File: config.mk
export PLATFORM = sky130hd
export DESIGN_NAME = core_scheduler
export DESIGN_NICKNAME = d
export VERILOG_FILES = /design/src/rtl/core_scheduler.sv
export SDC_FILE = /design/constraint.sdc
export NUM_CORES = 1
export LEC_CHECK = 0
export CORE_MARGIN = 4
export CORE_UTILIZATION = 40
export DETAILED_ROUTE_END_ITERATION = 10
export GPL_TIMING_DRIVEN = 0
export HOLD_SLACK_MARGIN = 0.08
export PLACE_DENSITY = 0.85
export SLEW_MARGIN = 20
export SYNTH_ARGS = -nofsm -noshare
export SYNTH_HDL_FRONTEND = slang
export SYNTH_SLANG_ARGS = --single-unit
File: constraint.sdc
create_clock -name clock -period 2.95 [get_ports clock]
set_clock_uncertainty 0.2 [all_clocks]
set_input_delay 0.59 -clock clock [delete_from_list [all_inputs] [get_ports clock]]
set_output_delay 0.59 -clock clock [all_outputs]
set_load 0.005 [all_outputs]
File: src/rtl/core_scheduler.sv
// Per-core pipeline sequencer: steps core_state through the instruction stages,
// stalls on the fetcher and LSUs, and owns the block's program counter.
//
// state   | meaning
// IDLE    | waiting for a block launch
// FETCH   | instruction fetch in progress, held until the fetcher reports FETCHED
// DECODE  | decoder latches the fetched instruction
// REQUEST | register files read operands, LSUs issue memory requests
// WAIT    | held until every active lane's LSU is DONE (memory ops only)
// EXECUTE | ALUs and branch units compute
// UPDATE  | register write-back, PC advance or retire on RET
// DONE    | block finished, held until the dispatcher drops start
module core_scheduler #(
  parameter int THREADS_PER_BLOCK = 4,
  parameter int PROGRAM_ADDR_BITS = 8
) (
  input  logic                                           clock,
  input  logic                                           reset,
  input  logic                                           start,
  input  logic [$clog2(THREADS_PER_BLOCK):0]             thread_count,
  input  logic                                           decoded_mem_read_enable,
  input  logic                                           decoded_mem_write_enable,
  input  logic                                           decoded_ret,
  input  logic [2:0]                                     fetcher_state,
  input  logic [2*THREADS_PER_BLOCK-1:0]                 lsu_state,
  input  logic [PROGRAM_ADDR_BITS*THREADS_PER_BLOCK-1:0] next_pc,
  output logic [PROGRAM_ADDR_BITS-1:0]                   current_pc,
  output logic [2:0]                                     core_state,
  output logic                                           done,
  output logic                                           divergence_error
);

  localparam int CW = $clog2(THREADS_PER_BLOCK) + 1;
  localparam int PA = PROGRAM_ADDR_BITS;

  localparam logic [2:0] S_IDLE    = 3'b000;
  localparam logic [2:0] S_FETCH   = 3'b001;
  localparam logic [2:0] S_DECODE  = 3'b010;
  localparam logic [2:0] S_REQUEST = 3'b011;
  localparam logic [2:0] S_WAIT    = 3'b100;
  localparam logic [2:0] S_EXECUTE = 3'b101;
  localparam logic [2:0] S_UPDATE  = 3'b110;
  localparam logic [2:0] S_DONE    = 3'b111;

  localparam logic [2:0] FETCHER_FETCHED = 3'b010;
  localparam logic [1:0] LSU_DONE        = 2'b11;

  logic [CW-1:0] active_count;
  logic          lanes_done;
  logic          lanes_diverge;
  logic [PA-1:0] lane0_pc;
  logic          mem_op;

  assign mem_op = decoded_mem_read_enable | decoded_mem_write_enable;

  // Lanes at or above the latched count are disabled and never stall or diverge.
  always_comb begin
    lanes_done    = 1'b1;
    lanes_diverge = 1'b0;
    lane0_pc      = next_pc[PA-1:0];
    for (int i = 0; i < THREADS_PER_BLOCK; i++) begin
      if (CW'(i) < active_count) begin
        if (lsu_state[2*i +: 2] != LSU_DONE) lanes_done = 1'b0;
        if (next_pc[PA*i +: PA] != lane0_pc) lanes_diverge = 1'b1;
      end
    end
  end

  always_ff @(posedge clock or negedge reset) begin
    if (!reset) begin
      core_state       <= S_IDLE;
      current_pc       <= '0;
      done             <= 1'b0;
      divergence_error <= 1'b0;
      active_count     <= '0;
    end else begin
      case (core_state)
        S_IDLE: begin
          if (start) begin
            active_count     <= thread_count;
            divergence_error <= 1'b0;
            current_pc       <= '0;
            core_state       <= S_FETCH;
          end
        end
        S_FETCH: begin
          if (fetcher_state == FETCHER_FETCHED) core_state <= S_DECODE;
        end
        S_DECODE:  core_state <= S_REQUEST;
        S_REQUEST: core_state <= S_WAIT;
        S_WAIT: begin
          if (!mem_op || lanes_done) core_state <= S_EXECUTE;
        end
        S_EXECUTE: core_state <= S_UPDATE;
        S_UPDATE: begin
          if (decoded_ret) begin
            done       <= 1'b1;
            core_state <= S_DONE;
          end else begin
            // Divergent lanes are flagged but the block follows lane 0.
            current_pc <= lane0_pc;
            if (lanes_diverge) divergence_error <= 1'b1;
            core_state <= S_FETCH;
          end
        end
        S_DONE: begin
          if (!start) begin
            done       <= 1'b0;
            core_state <= S_IDLE;
          end
        end
        default: core_state <= S_IDLE;
      endcase
    end
  end

endmodule
==> results.cfg <==
[route]
viasPerCell = 5.27
drtPass1Iterations = 4
vias = 1160
drc = 0
finalWirelength_mm = 3.22
avgRoutedWirePerCell_um = 14.6
drtIter0Drc = 29
drtAntennaViolNets = 0

[clock_network]
postCtsSetupBuffers = 0
path_clk_slew_ns = 0.09
h-tree-depth = 1
cts_root_buf = clkbuf_4
holdBufCountCts = 0
tritoncts = yes
insertion_delay_ns = 0.28
clockBufferDepth = 2
ctsResizeCount = 0
cts_sinks = 16
cts_made_buffers = 3

[synthesis]
ys.flop_type = dfrtp_1
synth-async-reset-ratio_pct = 100
synth_edf_count = 0
yosys_warnings = 0
synth_area_um2 = 1070
syn_nets = 174
synth-seq-cells = 16
synth_cell_type_count = 31
netlist_instances = 122
syn_area_per_cell_um2 = 8.80
seq_area_frac_synth_pct = 37.3

[place]
dp_hpwl_mm = 2.69
dp_cells = 216
io_buffers = 64
place_ws_ns = 0.425
gp_congestion = 0.811
postPlaceCellArea_um2 = 1750

[worst_setup_path]
start_kind = input pin
critPathKind = input pin to flip-flop
critPathBufInv = 3
worstPathArrival_ns = 2.21
worstPathCellList = clkdlybuf4s50_1, or4b_1, buf_2, o31a_4, buf_6, nand2_1, o21ai_1
cp.required_ns = 2.93
crit_path_top_delay_cell = clkdlybuf4s50_1
cpPeakStageDelay_ns = 0.57
path_max_fanout = 10
endpoint_kind = flip-flop
crit_family = buffers and inverters
rrSetupSlack_ns = 1.07

[finish]
drive_gt1_share_pct = 7.89
num-nets-final = 243
area_growth_pct = 66.5
stdcell_count = 220
antenna_cells = 0
stdcell_area_um2 = 1790

[floorplanning]
start_util_pct = 42.6
rows = 18
die_area_um2 = 3580
core_area_um2 = 2520
ioPinCount = 65
die_height_um = 59.8
die_w_um = 59.8

[sta]
max_freq_mhz = 448
rsz0062_at_grt = no
tightest_slew_ns = 0.697
fin_crit_sh_pct = 75.7
slew_violations = 0
fin_crit_ns = 2.23
tns_ns = 0
maxSlewHeadroom_pct = 53.4
final-hold-violation-count = 0
setup_ws_ns = 0.717
setup_viol = 0

[power]
power_density_nw_per_um2 = 651
p_leak_nw = 0.690
p_sw_mw = 0.415
p_sw_share_pct = 35.7
p_seq_share_pct = 34.5
pwr-share-clk_pct = 12.5
internal_power_mw = 0.748
finalPower_mw = 1.16
combPwrFrac_pct = 52.9
peakVddDrop_uv = 519

[global_route]
overflow = 0
grt_pass1_wl_mm = 5.19
antenna_found_initial = 0
grt_max_degree = 17
grt_pass1_vias = 1209
track_usage_pct = 18.7

[job]
cap_viol_max_count = 0

[outcome]
outcome = finished clean

[min_path]
hp-class = flip-flop to flip-flop
-- tightest hold or removal path, delay by kind of cell (launching register included) --
family | cells | cell delay, ns
AOI/OAI and AO/OA | 1 | 0.06
DFF | 1 | 0.36
and+or+nand+nor | 1 | 0.05
-- final cells by class --
class                      instances  area, um2
fill                             217        734
clock buffer                       4       36.3
buffer                             5       28.8
sequential                        16        400
timing repair buffer              64        641
inverter                           2       7.51
tap                               30       37.5
multi-input combinational         99        637
-- cell usage after synthesis (all sizes together), types with 2 or more instances --
master | number | area (um2)
nand2 | 21 | 78.8
xnor2 | 18 | 158
dfrtp | 16 | 400
o21ai | 14 | 77.6
nor2 | 9 | 33.8
xor2 | 6 | 52.6
nand4 | 5 | 31.3
a21oi | 4 | 20.0
buf | 3 | 21.3
mux2 | 3 | 33.8
a22oi | 2 | 15.0
a31oi | 2 | 12.5
clkbuf | 2 | 7.51
inv | 2 | 7.51
nor3 | 2 | 10.0
-- stage by stage --
stage / hold WS [ns] / utilization, %
detailed placement: 0.275 / 69.4
CTS: 0.298 / 70.9
finish: 0.299 / 70.9
global placement: 0.267 / 69.4
floorplan: 0.0944 / -
global route: 0.322 / 70.9
-- layout by cell type, fill, tap and decap left out, drive strengths merged, types with 2 or more instances in the layout --
cell,netlist,routed
clkbuf,2,6
a21oi,4,4
nand2,21,21
clkdlybuf4s50,0,64
mux2,3,3
xor2,6,6
a31oi,2,2
dfrtp,16,16
buf,3,3
nor2,9,9
inv,2,2
nor3,2,2
nand4,5,5
xnor2,18,18
a22oi,2,2
o21ai,14,14
-- registers in the layout, indices dropped and copies added, names as in the netlist --
register / count
divergence_error: 1
current_pc: 8
done: 1
active_count: 3
core_state: 3
-- power groups by stage --
stage               Combinational (mW)  Clock [mW]  Sequential, mW
floorplan                        0.318           0           0.395
global placement                 0.603           0           0.399
detailed placement               0.620           0           0.403
CTS                              0.621       0.150           0.400
global route                     0.687       0.160           0.417
finish                           0.616       0.146           0.402
-- path summary, 6_finish.rpt --
check,from,endpoint,cells past startpoint
min in group asynchronous,reset,current_pc[7]$_DFFE_PN0P_,1
max in group asynchronous,reset,active_count[2]$_DFFE_PN0P_,1
worst min-delay path,current_pc[0]$_DFFE_PN0P_,current_pc[0]$_DFFE_PN0P_,2
worst min register to register,current_pc[0]$_DFFE_PN0P_,current_pc[0]$_DFFE_PN0P_,2
worst max register to register,core_state[0]$_DFFE_PN0P_,current_pc[1]$_DFFE_PN0P_,6
worst max-delay path,start,current_pc[1]$_DFFE_PN0P_,7
-- cell families (layout without fill, tap and decap cells) --
family,Yosys count,in the layout,synth area share (%)
AND/OR/NAND/NOR,42,42,18.0
AO/OA/AOI/OAI,30,30,18.6
XOR/XNOR,24,24,19.6
flip-flops,16,16,37.3
buffers and inverters,7,75,3.38
multiplexers,3,3,3.15
-- per-layer routing --
metal	share of wire, %	global-route usage (%)
met5	0	0
met4	1.5	6.33
met3	8.2	4.32
met2	49	33.2
met1	41	21.9
Note: power is estimated with default switching activity, not from simulation.
